## src/rtl/smp8_prog_loader.sv

```systemverilog
// Framed byte-stream loader for the SMP8 instruction memory; holds the core in reset until a good image lands.
// Optional build macro SMP8_LOADER_ZERO_FILL_EN pads addresses N..MAX_WORDS-1 with NOP after a good image.
module smp8_prog_loader #(
  parameter int ADDR_W    = 6,
  parameter int DATA_W    = 8,
  parameter int MAX_WORDS = 64
) (
  input  logic              clk,
  input  logic              reset,
  input  logic              start,
  input  logic [DATA_W-1:0] in_data,
  input  logic              in_valid,
  output logic              in_ready,
  output logic              mem_we,
  output logic [ADDR_W-1:0] mem_addr,
  output logic [DATA_W-1:0] mem_wd,
  output logic              cpu_reset,
  output logic              busy,
  output logic              done,
  output logic              err,
  output logic [ADDR_W:0]   word_count
);

`ifdef SMP8_LOADER_ZERO_FILL_EN
  typedef enum logic [2:0] {S_IDLE, S_LEN, S_DATA, S_CSUM, S_DONE, S_ERR, S_FILL} state_t;
  localparam logic [ADDR_W-1:0] LAST_A = ADDR_W'(MAX_WORDS - 1);
`else
  typedef enum logic [2:0] {S_IDLE, S_LEN, S_DATA, S_CSUM, S_DONE, S_ERR} state_t;
`endif

  localparam logic [DATA_W-1:0] MAX_N = DATA_W'(MAX_WORDS);
  localparam logic [DATA_W-1:0] ONE_N = DATA_W'(1);

  state_t            state;
  logic [DATA_W-1:0] len;
  logic [DATA_W-1:0] sum;
  logic [ADDR_W-1:0] addr;
  logic              xfer;

  function automatic logic [DATA_W-1:0] csum_add(input logic [DATA_W-1:0] a,
                                                 input logic [DATA_W-1:0] b);
    return a + b;
  endfunction

  function automatic logic len_ok(input logic [DATA_W-1:0] n);
    return (n != '0) && (n <= MAX_N);
  endfunction

  assign in_ready = (state == S_LEN) || (state == S_DATA) || (state == S_CSUM);
  assign xfer     = in_valid && in_ready;

  always_ff @(posedge clk) begin
    if (reset) begin
      state      <= S_IDLE;
      len        <= '0;
      sum        <= '0;
      addr       <= '0;
      mem_we     <= 1'b0;
      mem_addr   <= '0;
      mem_wd     <= '0;
      cpu_reset  <= 1'b1;
      busy       <= 1'b0;
      done       <= 1'b0;
      err        <= 1'b0;
      word_count <= '0;
    end else begin
      mem_we <= 1'b0;
      case (state)
        S_IDLE: begin
          if (start) begin
            state <= S_LEN;
            busy  <= 1'b1;
          end
        end
        S_LEN: begin
          if (xfer) begin
            len <= in_data;
            if (len_ok(in_data)) begin
              state      <= S_DATA;
              sum        <= '0;
              addr       <= '0;
              word_count <= '0;
            end else begin
              state <= S_ERR;
              err   <= 1'b1;
              busy  <= 1'b0;
            end
          end
        end
        S_DATA: begin
          // Write is registered: the byte accepted on this edge appears on the imem port next cycle.
          if (xfer) begin
            sum        <= csum_add(sum, in_data);
            mem_we     <= 1'b1;
            mem_addr   <= addr;
            mem_wd     <= in_data;
            addr       <= addr + 1'b1;
            word_count <= word_count + 1'b1;
            if (DATA_W'(word_count) + ONE_N == len) state <= S_CSUM;
          end
        end
        S_CSUM: begin
          if (xfer) begin
            if (in_data == sum) begin
`ifdef SMP8_LOADER_ZERO_FILL_EN
              if (len == MAX_N) begin
                state     <= S_DONE;
                done      <= 1'b1;
                cpu_reset <= 1'b0;
                busy      <= 1'b0;
              end else begin
                // First pad write is issued on entry so FILL shows mem_we in every cycle.
                state    <= S_FILL;
                mem_we   <= 1'b1;
                mem_addr <= addr;
                mem_wd   <= '0;
                addr     <= addr + 1'b1;
              end
`else
              state     <= S_DONE;
              done      <= 1'b1;
              cpu_reset <= 1'b0;
              busy      <= 1'b0;
`endif
            end else begin
              state <= S_ERR;
              err   <= 1'b1;
              busy  <= 1'b0;
            end
          end
        end
`ifdef SMP8_LOADER_ZERO_FILL_EN
        S_FILL: begin
          if (mem_addr == LAST_A) begin
            state     <= S_DONE;
            done      <= 1'b1;
            cpu_reset <= 1'b0;
            busy      <= 1'b0;
          end else begin
            mem_we   <= 1'b1;
            mem_addr <= addr;
            mem_wd   <= '0;
            addr     <= addr + 1'b1;
          end
        end
`endif
        S_DONE, S_ERR: begin
          if (start) begin
            state     <= S_LEN;
            done      <= 1'b0;
            err       <= 1'b0;
            cpu_reset <= 1'b1;
            busy      <= 1'b1;
          end
        end
        default: state <= S_IDLE;
      endcase
    end
  end

endmodule

```

## config.mk

```make
export PLATFORM = sky130hd
export DESIGN_NAME = smp8_prog_loader
export DESIGN_NICKNAME = d
export VERILOG_FILES = /design/src/rtl/smp8_prog_loader.sv
export SDC_FILE = /design/constraint.sdc
export NUM_CORES = 1
export LEC_CHECK = 0
export CAP_MARGIN = 10
export CORE_AREA = 2 2 77 72
export CTS_CLUSTER_DIAMETER = 150
export DETAILED_ROUTE_END_ITERATION = 8
export DIE_AREA = 0 0 79 74
export MAX_ROUTING_LAYER = met4
export PLACE_DENSITY = 0.76
export SETUP_SLACK_MARGIN = 0.05
export SLEW_MARGIN = 20
export SYNTH_ARGS = -nofsm -noshare
export SYNTH_HDL_FRONTEND = slang
export SYNTH_SLANG_ARGS = --single-unit
export TNS_END_PERCENT = 50
```

## constraint.sdc

```tcl
create_clock -name clk -period 3.3 [get_ports clk]
set_input_delay 0.66 -clock clk [delete_from_list [all_inputs] [get_ports clk]]
set_output_delay 0.66 -clock clk [all_outputs]
set_load 0.005 [all_outputs]
```

==> impl_results.md <==
* Initial Util at 50.0%
* CP Class: in2reg
* Clk sinks at 51
* Startpoint type of the worst setup path: primary input
* Share of power burned in registers at 56.1%
* Width of the die at 79 um
* Setup-failing EPs final at 0
* Final max-slew violation count at 0
* TritonCTS clock tree: done
* Drt wl/cell at 14.2 um
* Crit-path slowest cell: clkdlybuf4s50_1
* Post-layout net count at 369
* H-tree Lvls at 2
* DP HPWL at 4240 um
* Final period util at 81.5%
* Ports at 39
* Crit path launch: in_data[1]
* DRC viols at 0
* Layout cell share with drive strength beyond 1 at 5.46%
* Via count at 2,335
* Worst path max stage delay at 0.63 ns
* Yosys cell types at 50
* Reg clk slew, reported paths at 0.10 ns
* Hold Path Depth at 2
* Post-CTS sizing at 0
* Crit-path cells: clkdlybuf4s50_1, ha_1, a21oi_1, o2111ai_1, and3_1, or2_2, a311o_1
* PD cells at 369 mW/mm^2
* Main flop type after synthesis: dfxtp_1
* Post-Route WL at 5870 um
* Grt ovf at 0
* Area delta synth->final at 21.0%
* Core box area at 0.00507 sq mm
* Number of global-route vias before repair at 2,085
* Switching part of the total power at 25.4%
* Max frequency at 372 MHz
* Syn Inst Count at 312
* Worst Setup End Kind: flip-flop
* Syn Std Cell Area at 0.00254 sq mm
* Die area at 0.00585 sq mm
* RSZ-0062 raised after global routing: false
* Levels on crit path at 7
* CP Buf/Inv Count at 1
* CTS Buf Count at 5
* Final setup TNS at 0 ns
* Max Cap Viol at 0
* Cell-internal power at 0.846 mW
* Root buf cell: clkbuf_8
* P_sw at 0.288 mW
* Number of synthesized flops with an enable pin at 0
* Status: complete, no violations
* Antenna cell count at 0
* Peak supply drop at 299 uV
* DR vias/cell at 5.63
* Sequential fraction of the synthesis area at 40.3%
* Met2 wire len at 2760 um
* First-pass GRT wire length at 9740 um
* Die Ht at 74 um
* Highest routed metal layer: met4
* Area share of the leading cell type in the synthesized netlist at 40.3%
* Setup Skew at 0.0134 ns
* Placer Congestion at 0.864
* Met1 Wirelength at 2770 um
* Post-route ant nets at 0
* Minimum clock period at 2.69 ns
* DRT Pass-1 Iters at 4
* Clock share of power at 34.3%
* Slew headroom at 49.7%
* Post-CTS Setup Repair Bufs at 0
* Total power at 1.13 mW
* Post-Syn Area per Cell at 8.13 sq um
* Final count of hold timing violations at 0
* DRT iter0 DRCs at 110
* HP Class: reg2reg
* Row count at 25
* Port bufs at 38
* GRT Overall Usage at 22.0%
* Initial antenna violation count at 0
* Area leader, netlist: dfxtp_1
* FF+latch count, synth at 51
* Clk_lat worst skew at 0.32 ns
* Pleak at 1.11 nW
* Hold path start: mem_wd[5]
* Comb pwr share at 9.6%
* Synth Warn # at 0
* FF-to-FF Start: word_count[0]
* Asr flop ratio synth at 0%
* Most common library cells after synthesis: nand2_1, dfxtp_1, a21oi_1, nor2_1, nand3_1
* Top post-synthesis cells by area: dfxtp_1, nand2_1, a21oi_1, ha_1, nand3_1
* Largest net degree at the start of global routing at 24
* Crit-path leading delay family: compound AO/OA/AOI/OAI gates
* Worst EP arrival at 2.90 ns
* Max Buffers Root-to-Sink at 2
* Reg2Reg Depth at 6
* Req. time, crit path at 3.51 ns
* Worst-Margin Slew at 0.755 ns
* Hold_buf cts at 0
* Most frequent cell after synthesis: nand2_1
* Syn nets at 334
* CP Max Fanout at 5
* Met3 WL post-DR at 255 um
[logic make-up after synthesis]
family                   Yosys count  synth area share, %
AND/OR/NAND/NOR                  135                 25.9
AO/OA/AOI/OAI                     77                 19.1
flip-flops                        51                 40.3
buffers and inverters             23                 3.85
XOR/XNOR                          14                 4.83
adder cells (fa/ha/maj)           10                 5.23
multiplexers                       2                0.789
[routing by layer]
| metal | global-route usage [%] | vias to the layer above |
|---|---|---|
| met5 | - | - |
| met4 | 8.05 | 0 |
| met3 | 3.40 | 7 |
| met2 | 34.8 | 46 |
| met1 | 28.9 | 1107 |
| li1 | - | 1175 |
[cells in the final DEF (no fill, tap or decap), types with 2 or more instances in the layout]
cell / count
nand2_1: 62
dfxtp_1: 51
clkdlybuf4s50_1: 38
a21oi_1: 37
nor2_1: 18
nand3_1: 15
ha_1: 9
inv_1: 8
nor4_1: 7
xor2_1: 7
a22o_1: 7
xnor2_1: 7
nor3_1: 7
clkbuf_8: 6
o21ai_0: 5
buf_4: 5
a31oi_1: 4
nand2b_1: 3
and3_1: 3
a311oi_1: 3
o21a_1: 3
nor2b_1: 3
or4_1: 3
or2_1: 2
o211ai_1: 2
o21ai_1: 2
or2_2: 2
a22oi_1: 2
mux2i_1: 2
or3_1: 2
o31ai_1: 2
[metrics by stage]
| stage | std cells | setup slack [ns] | hold WS (ns) | utilization [%] | instance area, sq um |
|---|---|---|---|---|---|
| detailed placement | 407 | 0.301 | 0.448 | 58.6 | 2970 |
| global route | 415 | 0.505 | 0.482 | 60.6 | 3070 |
| floorplan | 312 | 1.08 | 0.446 | - | 2540 |
| finish | 415 | 0.611 | 0.457 | 60.6 | 3070 |
| global placement | 407 | 0.370 | 0.444 | 58.6 | 2970 |
| CTS | 415 | 0.631 | 0.460 | 60.6 | 3070 |
[tightest hold or removal path: cells and delay by family, from the launching register on]
kind	cells	cell delay (ns)
flip-flops	1	0.32
AO/OA/AOI/OAI	1	0.05
AND/OR/NAND/NOR	1	0.05
[area by class of cell]
type / count / area, sq um
Sequential cell: 51 / 1020
Timing Repair Buffer: 43 / 418
Fill cell: 458 / 2000
Clock inverter: 2 / 16.3
Clock buffer: 6 / 82.6
Multi-Input combinational cell: 238 / 1420
Tap cell: 67 / 83.8
Inverter: 8 / 30.0
[flip-flops by register name, summed over array words and instances (netlist names)]
name and flops:
state 3, mem_we 1, err 1, mem_addr 6
sum 8, addr 6, busy 1, cpu_reset 1
len 8, mem_wd 8, done 1, word_count 7
[path summary, 6_finish.rpt]
kind | end | slack (ns)
hold / removal | mem_wd[5] | 0.46
hold reg to reg | mem_wd[5] | 0.46
setup reg to reg | state[0] | 1.21
setup / recovery | sum[7] | 0.61
[power groups by stage]
stage / clock (mW) / combinational [mW] / sequential (mW)
4_1_cts: 0.393 / 0.109 / 0.636
6_report: 0.389 / 0.109 / 0.636
5_1_grt: 0.420 / 0.121 / 0.638
2_1_floorplan: 0 / 0.0643 / 0.647
3_5_place_dp: 0 / 0.108 / 0.650
3_3_place_gp: 0 / 0.107 / 0.650
Note: power is estimated with default switching activity, not from simulation.
